<file path="src/rtl/fp_normalize_round.sv">
// Post-add normalization and round-to-nearest-even stage of the FP adder.
// Takes the signed mantissa sum and the common exponent. Normalizes one bit
// per cycle, rounds once, then holds the result until downstream accepts it.
module fp_normalize_round #(
  parameter int MANTISSA_WIDTH = 23,
  parameter int EXPONENT_WIDTH = 8
) (
  input  logic                        clk,
  input  logic                        rst,
  input  logic                        in_valid,
  output logic                        in_ready,
  input  logic [MANTISSA_WIDTH+5:0]   sum,
  input  logic [EXPONENT_WIDTH-1:0]   exp_in,
  output logic                        out_valid,
  input  logic                        out_ready,
  output logic                        sign_out,
  output logic [EXPONENT_WIDTH-1:0]   exp_out,
  output logic [MANTISSA_WIDTH-1:0]   man_out,
  output logic                        overflow,
  output logic                        underflow,
  output logic                        zero
);

  localparam int MW   = MANTISSA_WIDTH;
  localparam int EW   = EXPONENT_WIDTH;
  localparam int SW   = MW + 6;   // signed sum width
  localparam int MAGW = MW + 5;   // magnitude: carry, hidden, fraction, G, R, S
  localparam int XW   = EW + 2;   // internal exponent width

  typedef enum logic [1:0] {
    S_IDLE,
    S_NORM,
    S_ROUND,
    S_DONE
  } state_t;

  state_t            state_q, state_d;
  logic              sign_q,  sign_d;
  logic [MAGW-1:0]   mag_q,   mag_d;
  logic [XW-1:0]     exp_q,   exp_d;
  logic              osign_q, osign_d;
  logic [EW-1:0]     oexp_q,  oexp_d;
  logic [MW-1:0]     oman_q,  oman_d;
  logic              ovf_q,   ovf_d;
  logic              unf_q,   unf_d;
  logic              zero_q,  zero_d;

  logic [SW-1:0]     sum_neg;
  logic [MAGW-1:0]   mag_in;
  logic              round_up;
  logic [MW+1:0]     rsum;
  logic [XW-1:0]     exp_rnd;
  logic [XW-1:0]     exp_max;

  assign sum_neg = -sum;
  assign mag_in  = sum[SW-1] ? sum_neg[MAGW-1:0] : sum[MAGW-1:0];

  // Nearest-even: round up above half, or at exactly half when the LSB is odd.
  assign round_up = mag_q[2] & (mag_q[1] | mag_q[0] | mag_q[3]);
  assign rsum     = {1'b0, mag_q[MAGW-2:3]} + {{(MW+1){1'b0}}, round_up};
  assign exp_rnd  = exp_q + {{(XW-1){1'b0}}, rsum[MW+1]};
  assign exp_max  = {2'b00, {EW{1'b1}}};

  assign in_ready  = (state_q == S_IDLE);
  assign out_valid = (state_q == S_DONE);
  assign sign_out  = osign_q;
  assign exp_out   = oexp_q;
  assign man_out   = oman_q;
  assign overflow  = ovf_q;
  assign underflow = unf_q;
  assign zero      = zero_q;

  // State and datapath registers; async reset drops any in-flight transaction.
  always_ff @(posedge clk or posedge rst) begin
    if (rst) begin
      state_q <= S_IDLE;
      sign_q  <= 1'b0;
      mag_q   <= '0;
      exp_q   <= '0;
      osign_q <= 1'b0;
      oexp_q  <= '0;
      oman_q  <= '0;
      ovf_q   <= 1'b0;
      unf_q   <= 1'b0;
      zero_q  <= 1'b0;
    end else begin
      state_q <= state_d;
      sign_q  <= sign_d;
      mag_q   <= mag_d;
      exp_q   <= exp_d;
      osign_q <= osign_d;
      oexp_q  <= oexp_d;
      oman_q  <= oman_d;
      ovf_q   <= ovf_d;
      unf_q   <= unf_d;
      zero_q  <= zero_d;
    end
  end

  // Next-state and datapath: capture, one normalize action per cycle, round, hold.
  always_comb begin
    state_d = state_q;
    sign_d  = sign_q;
    mag_d   = mag_q;
    exp_d   = exp_q;
    osign_d = osign_q;
    oexp_d  = oexp_q;
    oman_d  = oman_q;
    ovf_d   = ovf_q;
    unf_d   = unf_q;
    zero_d  = zero_q;

    unique case (state_q)
      S_IDLE: begin
        if (in_valid) begin
          sign_d  = sum[SW-1];
          mag_d   = mag_in;
          exp_d   = {2'b00, exp_in};
          state_d = S_NORM;
        end
      end
      S_NORM: begin
        if (mag_q == '0) begin
          zero_d  = 1'b1;
          osign_d = 1'b0;
          oexp_d  = '0;
          oman_d  = '0;
          state_d = S_DONE;
        end else if (mag_q[MAGW-1]) begin
          // Carry: drop one bit, folding it into sticky so rounding stays exact.
          mag_d   = {1'b0, mag_q[MAGW-1:2], mag_q[1] | mag_q[0]};
          exp_d   = exp_q + {{(XW-1){1'b0}}, 1'b1};
          state_d = S_ROUND;
        end else if (mag_q[MAGW-2]) begin
          state_d = S_ROUND;
        end else if (exp_q == {{(XW-1){1'b0}}, 1'b1}) begin
          unf_d   = 1'b1;
          osign_d = sign_q;
          oexp_d  = '0;
          oman_d  = '0;
          state_d = S_DONE;
        end else begin
          mag_d   = {mag_q[MAGW-2:0], 1'b0};
          exp_d   = exp_q - {{(XW-1){1'b0}}, 1'b1};
        end
      end
      S_ROUND: begin
        osign_d = sign_q;
        if (exp_rnd >= exp_max) begin
          ovf_d  = 1'b1;
          oexp_d = '1;
          oman_d = '0;
        end else begin
          // On a rounding carry rsum is exactly 2^(MW+1), so its low bits are already 0.
          oexp_d = exp_rnd[EW-1:0];
          oman_d = rsum[MW-1:0];
        end
        state_d = S_DONE;
      end
      S_DONE: begin
        if (out_ready) begin
          ovf_d   = 1'b0;
          unf_d   = 1'b0;
          zero_d  = 1'b0;
          state_d = S_IDLE;
        end
      end
      default: state_d = S_IDLE;
    endcase
  end

endmodule

</file>
<file path="config.mk">
export PLATFORM = sky130hd
export DESIGN_NAME = fp_normalize_round
export DESIGN_NICKNAME = d
export VERILOG_FILES = /design/src/rtl/fp_normalize_round.sv
export SDC_FILE = /design/constraint.sdc
export NUM_CORES = 1
export LEC_CHECK = 0
export ABC_AREA = 1
export ABC_CLOCK_PERIOD_IN_PS = 3750
export CORE_MARGIN = 1.5
export CORE_UTILIZATION = 40
export CTS_CLUSTER_SIZE = 24
export DETAILED_ROUTE_END_ITERATION = 7
export GPL_TIMING_DRIVEN = 0
export PLACE_DENSITY = 0.64
export SLEW_MARGIN = 20
export SYNTH_ARGS = -nofsm -noshare
export SYNTH_HDL_FRONTEND = slang
export SYNTH_SLANG_ARGS = --single-unit
</file>
<file path="constraint.sdc">
create_clock -name clk -period 3.75 [get_ports clk]
set_clock_uncertainty 0.2 [all_clocks]
set_input_delay 0.5625 -clock clk [delete_from_list [all_inputs] [get_ports clk]]
set_output_delay 0.5625 -clock clk [all_outputs]
set_load 0.01 [all_outputs]
</file>
==> results.toml <==
[routing]
drt_pass1_iterations = 7
via_per_inst = 5.055
wl_per_cell_um = 14.25
drc_errors = 0
wl_um = 18210
ant_nets = 0
drt_iter0_markers = 613
num_vias = 6460

[yosys]
synth.most_common_cell = "nand2_1"
ys.flop_type = "dfrtp_1"
synth_top_cell_area_share_pct = 30.57
synth.avg_cell_area_um2 = 6.265
yosys.area.top_type = "dfrtp_1"
ys_warn_count = 0
ys_seq_elements = 76
ys_async_sr_fraction_pct = 100.0
yosys-top-cells-area = "dfrtp_1 31%, nand2_1 20%, nor2_1 8.3%"
synth_edf_count = 0
ys_types = 36
synth.cell_area_um2 = 6221
synth_nets = 1045
synth_top_cells_by_count = "336 x nand2_1, 137 x nor2_1, 96 x nand3_1, 87 x inv_1, 76 x dfrtp_1"
syn_inst = 993
synth-seq-area-share_pct = 30.57

[critical_path]
arrival_ns = 3.57
cp.required_ns = 3.83
path_cells = "nand2_2 -> inv_2 -> ha_1 -> nand2_1 -> nor2_2 -> nand2_2 -> nor2_4 -> nand2_1 -> nor2_1 -> nand2_1 -> nor2_1 -> nand4_1 -> nor2_2 -> ha_4 -> ha_4 -> nand3_2 -> o21ai_0 -> nand2_1 -> nor2_1 -> nand2_2 -> buf_6 -> nand3b_1 -> nand3_1 -> nand2_1"
crit_family = "simple AND/OR/NAND/NOR gates"
cp_common_cell = "nand2_1"
crit_type = "register to register"
crit_fanout = 10
worst_setup_path_start_kind = "register"
end_kind = "register"
cpPeakStageDelay_ns = 0.38
cpMaxStageDelayCell = "dfrtp_1"
worst-path-buf-inv = 2

[timing]
tightest_slew_ns = 0.6629
min_period_ns = 3.486
max_slew_margin_pct = 55.80
whs_ns = 0.2729
fmax_mhz = 286.9
rsz0062_at_grt = "false"
finalSetupViolations = 0
fin_crit_sh_pct = 92.96
drv_slew = 0
finalHoldViolCount = 0

[final_layout]
antenna-diode-count = 0
area_growth_pct = 23.29
seqCellArea_um2 = 1902
fill_cells = 1596
drive_gt1_share_pct = 9.358
multi_input_area_um2 = 3716
nNetsFinal = 1138

[cts]
clkTransAtPathRegs_ns = 0.06
clkLatencyLatePin_ns = 0.35
cts_hold_buf = 0
cts.sinks = 76
cts_tree = "built"
cts_max_level = 3
clockBufferDepth = 2
cts_root_buf = "clkbuf_16"
cts_buffers = 9

[power]
peakVddDrop_v = 0.0002834
power_density_nw_per_um2 = 807.6
power.total_uw = 6194
p_leak_uw = 0.003672

[floorplanning]
rows = 45
core_um2 = 15200
die-area_um2 = 16310
chipHeight_um = 127.7
ios = 78
initial_core_util_pct = 40.92
die_width_um = 127.7

[placed_design]
gp_congestion = 0.8495
post-dp-hpwl_um = 14260
placement.io_buffers = 76

[grt]
antenna_found_initial = 0
grt_max_degree = 49
grt_pass1_vias = 5937
grt_use_total_pct = 23.52
overflow = 0
grt_pass1_wl_um = 30370

[job]
cap_violations = 0

[status]
outcome = "complete, no violations"

[hold_path]
holdCritPathClass = "register to register"
-- worst paths after layout --
path	start	endpoint	slack [ns]	cells past startpoint
max	mag_q[3]	exp_out[0]	0.26	24
min reg2reg	overflow	overflow	0.27	2
max reg2reg	mag_q[3]	exp_out[0]	0.26	24
min in group asynchronous	rst	exp_q[6]	0.37	2
min	overflow	overflow	0.27	2
max in group asynchronous	rst	mag_q[16]	2.40	3
-- power by group --
| group | total (uW) | internal (uW) | switching [uW] |
|---|---|---|---|
| registers | 1560 | 1190 | 367 |
| logic | 3620 | 1380 | 2240 |
| clock network | 1020 | 665 | 352 |
-- metal layers --
metal	wire, um	GRT usage [%]	vias to the layer above
li1	-	-	3375
met1	9046	33.52	2891
met2	8081	37.39	171
met3	761	2.838	23
met4	325	7.336	0
met5	0	0	-
-- cell families (layout without fill, tap and decap cells) --
kind of cell	after synthesis	in the layout	share of synthesized area [%]
flip-flops	76	76	30.57
AND/OR/NAND/NOR	623	623	42.64
buffers and inverters	141	238	10.38
AO/OA/AOI/OAI	121	121	11.24
adder cells (fa/ha/maj)	11	11	2.212
XOR/XNOR	21	21	2.957
-- layout make-up --
type                    instances  share of cell area [%]
clock buffers                  11                   3.165
plain buffers                  44                   3.703
multi-input cells             776                   48.45
well taps                     188                   3.067
repair buffers                 82                   10.77
inverters                      97                   4.780
clock inverters                 4                   1.272
flip-flops and latches         76                   24.80
-- worst min-delay path, delay by kind of cell, from the launching register on --
family,cells,cell delay (ns)
flops,1,0.35
simple gates,2,0.09
-- per-stage QoR --
| step | TNS [ns] | setup WS [ns] | area [um^2] | std cells | utilization [%] |
|---|---|---|---|---|---|
| 3_3_place_gp | -32.31 | -0.3553 | 7217 | 1257 | 47.47 |
| 4_1_cts | 0 | 0.05478 | 7610 | 1274 | 50.06 |
| 6_report | 0 | 0.2639 | 7670 | 1278 | 50.45 |
| 3_5_place_dp | -7.073 | -0.2979 | 7247 | 1258 | 47.67 |
| 2_1_floorplan | 0 | 0.5329 | 6221 | 993 | - |
| 5_1_grt | 0 | 0.01081 | 7670 | 1278 | 50.45 |
-- cell usage in the layout (no fill, tap or decap), types with 9 or more instances in the layout --
master	count
a21oi_1	18
buf_2	20
buf_6	11
clkbuf_16	9
clkdlybuf4s50_1	76
dfrtp_1	76
ha_1	9
inv_1	85
inv_2	11
nand2_1	334
nand3_1	96
nand3b_1	10
nand4_1	23
nor2_1	134
o21ai_0	39
o21ai_1	28
o21ai_2	11
xor2_1	19
-- timing repair --
| action | CTS | global route |
|---|---|---|
| buffers inserted | 1 | 4 |
| setup endpoints to repair | 32 | 32 |
| gates resized for setup | 7 | 6 |
| pin swaps | 1 | 3 |
-- sequential cells by signal, summed over array words and instances (netlist names) --
signal,cells
state_q,2
mag_q,28
zero,1
exp_out,8
overflow,1
underflow,1
sign_q,1
exp_q,10
man_out,23
sign_out,1
Note: power is estimated with default switching activity, not from simulation.
